$ cat src/rtl/handshake_pkg.sv
// Shared definitions for the handshake constant-check blocks: the state
// encoding of the elastic buffer and a saturating counter increment.
package handshake_pkg;

  typedef enum logic [1:0] {
    ST_EMPTY = 2'd0,
    ST_ONE   = 2'd1,
    ST_TWO   = 2'd2
  } buf_state_t;

  // Increment v, clamping at 2^w-1; callers truncate the result to w bits.
  function automatic logic [63:0] sat_inc(input logic [63:0] v, input int w);
    logic [63:0] max_val;
    max_val = (w >= 64) ? '1 : ((64'd1 << w) - 64'd1);
    return (v >= max_val) ? max_val : v + 64'd1;
  endfunction

endpackage

$ cat src/rtl/handshake_tehb2.sv
// Two-entry ready/valid elastic buffer: full throughput, one-cycle latency,
// and an in_ready that comes straight from a flop.
module handshake_tehb2
  import handshake_pkg::*;
#(
  parameter int W = 1
) (
  input  logic         clk,
  input  logic         rst_n,
  input  logic [W-1:0] in_data,
  input  logic         in_valid,
  output logic         in_ready,
  output logic [W-1:0] out_data,
  output logic         out_valid,
  input  logic         out_ready
);

  buf_state_t   state_q, state_d;
  logic [W-1:0] out_q, out_d;
  logic [W-1:0] skid_q, skid_d;
  logic         ready_q, ready_d;
  logic         accept, emit;

  assign in_ready  = ready_q;
  assign out_valid = (state_q != ST_EMPTY);
  assign out_data  = out_q;
  assign accept    = in_valid & ready_q;
  assign emit      = out_valid & out_ready;

  always_comb begin
    state_d = state_q;
    out_d   = out_q;
    skid_d  = skid_q;
    case (state_q)
      ST_EMPTY: begin
        if (accept) begin
          state_d = ST_ONE;
          out_d   = in_data;
        end
      end
      ST_ONE: begin
        if (accept && !emit) begin
          state_d = ST_TWO;
          skid_d  = in_data;
        end else if (!accept && emit) begin
          state_d = ST_EMPTY;
        end else if (accept && emit) begin
          out_d = in_data;
        end
      end
      ST_TWO: begin
        if (emit) begin
          state_d = ST_ONE;
          out_d   = skid_q;
        end
      end
      default: state_d = ST_EMPTY;
    endcase
    // Ready for the next cycle is decided from the next state only, so there
    // is no combinational path from out_ready to in_ready.
    ready_d = (state_d != ST_TWO);
  end

  always_ff @(posedge clk or negedge rst_n) begin
    if (!rst_n) begin
      state_q <= ST_EMPTY;
      ready_q <= 1'b1;
      out_q   <= '0;
    end else begin
      state_q <= state_d;
      ready_q <= ready_d;
      out_q   <= out_d;
    end
  end

  // The skid entry is only read in ST_TWO, so it needs no reset value.
  always_ff @(posedge clk) begin
    skid_q <= skid_d;
  end

endmodule

$ cat src/rtl/handshake_const_check_sink.sv
// Consumes data tokens, compares each against EXPECTED and emits one match
// token per input, while keeping saturating match/mismatch statistics.
module handshake_const_check_sink
  import handshake_pkg::*;
#(
  parameter int                    DATA_WIDTH = 32,
  parameter logic [DATA_WIDTH-1:0] EXPECTED   = DATA_WIDTH'(32'h0DF66055),
  parameter int                    CNT_WIDTH  = 16
) (
  input  logic                  clk,
  input  logic                  rst,
  input  logic [DATA_WIDTH-1:0] ins,
  input  logic                  ins_valid,
  output logic                  ins_ready,
  output logic                  ctrl_match,
  output logic                  ctrl_valid,
  input  logic                  ctrl_ready,
  input  logic                  clear,
  output logic [CNT_WIDTH-1:0]  match_count,
  output logic [CNT_WIDTH-1:0]  mismatch_count,
  output logic                  error_sticky
);

  logic                 is_match;
  logic                 accept;
  logic [CNT_WIDTH-1:0] match_cnt_q, match_cnt_d;
  logic [CNT_WIDTH-1:0] mismatch_cnt_q, mismatch_cnt_d;
  logic                 err_q, err_d;

  assign is_match = (ins == EXPECTED);
  assign accept   = ins_valid & ins_ready;

  handshake_tehb2 #(
    .W(1)
  ) u_buf (
    .clk      (clk),
    .rst_n    (rst),
    .in_data  (is_match),
    .in_valid (ins_valid),
    .in_ready (ins_ready),
    .out_data (ctrl_match),
    .out_valid(ctrl_valid),
    .out_ready(ctrl_ready)
  );

  // Clear zeroes the statistics first; a concurrent accept then counts on top.
  always_comb begin
    match_cnt_d    = clear ? '0 : match_cnt_q;
    mismatch_cnt_d = clear ? '0 : mismatch_cnt_q;
    err_d          = clear ? 1'b0 : err_q;
    if (accept) begin
      if (is_match) begin
        match_cnt_d = CNT_WIDTH'(sat_inc(64'(match_cnt_d), CNT_WIDTH));
      end else begin
        mismatch_cnt_d = CNT_WIDTH'(sat_inc(64'(mismatch_cnt_d), CNT_WIDTH));
        err_d          = 1'b1;
      end
    end
  end

  always_ff @(posedge clk or negedge rst) begin
    if (!rst) begin
      match_cnt_q    <= '0;
      mismatch_cnt_q <= '0;
      err_q          <= 1'b0;
    end else begin
      match_cnt_q    <= match_cnt_d;
      mismatch_cnt_q <= mismatch_cnt_d;
      err_q          <= err_d;
    end
  end

  assign match_count    = match_cnt_q;
  assign mismatch_count = mismatch_cnt_q;
  assign error_sticky   = err_q;

endmodule

$ cat config.mk
export PLATFORM = sky130hd
export DESIGN_NAME = handshake_const_check_sink
export DESIGN_NICKNAME = d
export VERILOG_FILES = /design/src/rtl/handshake_pkg.sv /design/src/rtl/handshake_tehb2.sv /design/src/rtl/handshake_const_check_sink.sv
export SDC_FILE = /design/constraint.sdc
export NUM_CORES = 1
export LEC_CHECK = 0
export BUFFER_PORTS_ARGS = -buffer_cell sky130_fd_sc_hd__clkbuf_2
export CORE_MARGIN = 4
export CORE_UTILIZATION = 35
export CTS_CLUSTER_SIZE = 25
export DETAILED_ROUTE_END_ITERATION = 7
export PLACE_DENSITY_LB_ADDON = 0.08
export SLEW_MARGIN = 20
export SYNTH_ARGS = -nofsm -noshare
export SYNTH_HDL_FRONTEND = slang
export SYNTH_SLANG_ARGS = --single-unit
$ cat constraint.sdc
create_clock -name clk -period 2.2 [get_ports clk]
set_clock_uncertainty 0.05 [all_clocks]
set_input_delay 0.11 -clock clk [delete_from_list [all_inputs] [get_ports clk]]
set_output_delay 0.11 -clock clk [all_outputs]
set_load 0.01 [all_outputs]
==> results.tsv <==
stage	metric	value	unit
clock_network	htree depth	2	
critical_path	worst-path maximum fanout	8	
min_path	Hold Crit Class	primary input to flip-flop	
routing	vias per cell	5.25	
finish	Synth-to-Final Area Change	31.1	%
floorplan	Die W	88.9	um
placement	placed cell areas	0.00288	mm2
critical_path	crit end category	flip-flop	
yosys	Yosys top cell area share	39.4	%
timing	Least-Margin Pin Slew	0.776	ns
timing	final hold vios	0	
timing	Slew Viols, Final	0	
routing	DR vias	2257	
yosys	top post-synthesis cells by area	dfrtp_1 (39%), nor2_1 (3.8%), nor2b_1 (3.6%)	
power_and_ir_drop	Max IR drop VDD	0.261	mV
placement	IO buf count	72	
placement	Post-DP HPWL	5.02	mm
floorplan	Die ar.	0.00790	mm2
yosys	synthesized cell area	0.00229	mm2
routing	Initial DRT Pass Iterations	4	
routing	WL final	6.49	mm
floorplan	Initial Utilization	36.0	%
clock_network	Num Clock Sinks	38	
floorplan	IO Pins	73	
yosys	ys flop type	dfrtp_1	
yosys	sequential cell area fraction in the yosys report	41.8	%
global_route	initial antenna violation count	0	
yosys	Post-Syn Instances	255	
clock_network	CTS tree	done	
routing	Initial DRC Count	75	
timing	fin crit share	87.4	%
yosys	Post-synth EDFFs	1	
yosys	syn_area_per_cell	8.97	um2
clock_network	Clock Latency Late Sink	0.29	ns
yosys	Netlist cell types	54	
critical_path	Critical Path, Cell by Cell	nor2b_1 -> ha_1 -> nand3_1 -> nor4_2 -> and2_1 -> buf_4 -> nor3_1 -> a211oi_1	
power_and_ir_drop	power per cell area	528	mW/mm2
finish	design area	0.00300	mm2
clock_network	CTS Buf Count	5	
timing	relative slew slack	48.3	%
yosys	syn nets	294	
critical_path	worst endpoint required time	2.35	ns
timing	Setup-failing EPs final	0	
clock_network	clk buf depth	2	
clock_network	clk slew on worst S/H paths	0.08	ns
critical_path	Worst setup SP type	flip-flop	
job	max cap viols	0	
routing	DRC Markers	0	
power_and_ir_drop	LEAKAGE	1.37	nW
global_route	total track usage	17.3	%
finish	share of layout cells above drive strength 1	32.3	%
routing	routed len/inst	15.1	um
placement	Final GP Congestion	0.784	
routing	DRT antenna net count	0	
global_route	pin count of the biggest net entering global routing	22	
clock_network	Root Driver	clkbuf_8	
critical_path	Setup CP Type	flip-flop to flip-flop	
global_route	GRT overflow	0	
timing	WHS	0.148	ns
finish	Diodes inserted	0	
critical_path	max incr delay on CP	0.34	ns
timing	RSZ-0062 raised after global routing	no	
yosys	Synth area leader	dfrtp_1	
status	status	completed	
critical_path	WP data arrival	2.08	ns
global_route	global-route wire length before repair	10.7	mm
floorplan	row cnt	29	
global_route	number of global-route vias before repair	2163	
yosys	ys async rst share	97.4	%
yosys	#FFs+latches synth	38	
floorplan	core area	0.00635	mm2
timing	min Tclk post-route	1.92	ns
finish	Final nets	392	
floorplan	die height	88.9	um
yosys	Ys Warns	0	
timing	fmax	520	MHz
critical_path	CP max stage cell	dfrtp_1	
clock_network	CTS resizes	0	
timing	setup tns final	0	ns
==> routing by layer <==
layer  up-vias  routed length, um  share of wire (%)  GRT usage (%)
li1       1139                  -                  -              -
met1      1069               2970                 46           22.4
met2        42               3220                 50           29.8
met3         7                221                3.4           2.79
met4         0                 70                1.1           4.95
met5         -                  0                  0              0
==> final cells by class <==
cell class	instances	area [um2]
Fill cell	637	3350
Multi-Input combinational cell	200	1250
Sequential cell	38	957
Timing Repair Buffer	100	576
Tap cell	77	96.3
Clock buffer	7	86.3
Inverter	8	30.0
==> kinds of logic after synthesis <==
kind of cell | synth area share [%]
simple gates | 34.0
compound gates | 13.7
flops | 41.8
buf+inv | 3.61
xor+xnor | 3.06
mux | 2.73
fa+ha+maj | 1.09
==> Yosys cell counts, types with 4 or more instances <==
master and count:
dfrtp_1 36, nor2_1 23, nand2_1 19, o21ai_0 14, nor2b_1 13, a21oi_1 12, nand3_1 11, nand4_1 10
nor3_1 10, nor4_1 9, inv_1 8, nand2b_1 8, xnor2_1 8, clkbuf_1 5, o21ai_1 5, and2_1 4
mux2i_1 4
==> state kept, by name, indices dropped and copies added, names as in the netlist <==
name	flops
error_sticky	1
match_count	16
mismatch_count	16
u_buf.in_ready	1
u_buf.out_data	1
u_buf.skid_q	1
u_buf.state_q	2
==> power by group <==
| part | switching, mW | leakage [nW] | internal [mW] |
|---|---|---|---|
| combinational | 0.172 | 0.815 | 0.141 |
| sequential | 0.0312 | 0.513 | 0.745 |
| clock | 0.245 | 0.0443 | 0.249 |
==> per-stage QoR <==
stage / total power [mW] / setup WS, ns / instances / utilization, %
6_report: 1.58 / 0.277 / 430 / 47.3
5_1_grt: 1.67 / 0.0199 / 430 / 47.3
4_1_cts: 1.61 / 0.121 / 428 / 47.0
3_5_place_dp: 1.10 / -0.0131 / 419 / 45.3
3_3_place_gp: 1.10 / -0.000143 / 419 / 45.3
2_1_floorplan: 0.941 / 0.0154 / 255 / -
==> worst paths after layout <==
kind / startpoint / end / slack [ns] / depth (start not counted)
max in group asynchronous: rst / match_count[0] / 1.17 / 3
setup / recovery: mismatch_count[0] / mismatch_count[15] / 0.28 / 8
hold / removal: clear / error_sticky / 0.15 / 2
setup reg to reg: mismatch_count[0] / mismatch_count[15] / 0.28 / 8
min in group asynchronous: rst / match_count[12] / 0.28 / 2
hold reg to reg: error_sticky / error_sticky / 0.48 / 2
==> worst max-delay path: cells and delay by family (launching register included) <==
kind / cells / cell delay (ns)
compound gates: 1 / 0.21
fa+ha+maj: 1 / 0.22
buf+inv: 1 / 0.17
flops: 1 / 0.34
simple gates: 5 / 0.86
==> cells in the final DEF (no fill, tap or decap), types with 2 or more instances in the layout <==
cell	instances
mux2_2	2
nor4b_1	3
nand4_1	10
nand2b_1	8
clkbuf_8	6
buf_4	26
nor4_1	8
ha_1	2
clkbuf_2	72
nor4bb_1	3
nor3_1	10
nor2_1	23
a211oi_1	2
nand2_1	19
o21ai_0	14
or3_1	2
nor4_2	2
a21oi_1	12
and4_1	3
nand3_1	11
xnor2_1	8
nor2b_1	13
dlygate4sd3_1	2
a31oi_1	3
nand4b_1	2
nand4bb_1	2
and2_1	4
and3_1	3
o21ai_1	5
nand3b_1	3
mux2i_1	4
dfrtp_1	36
inv_1	8
==> what timing repair did <==
action | in CTS | in global routing
setup buffers | 0 | 2
endpoints found under the hold margin | 19 | 0
hold buffers | 2 | 0
endpoints found under the setup margin | 0 | 9
No activity file was read; power rests on OpenSTA's default activity.
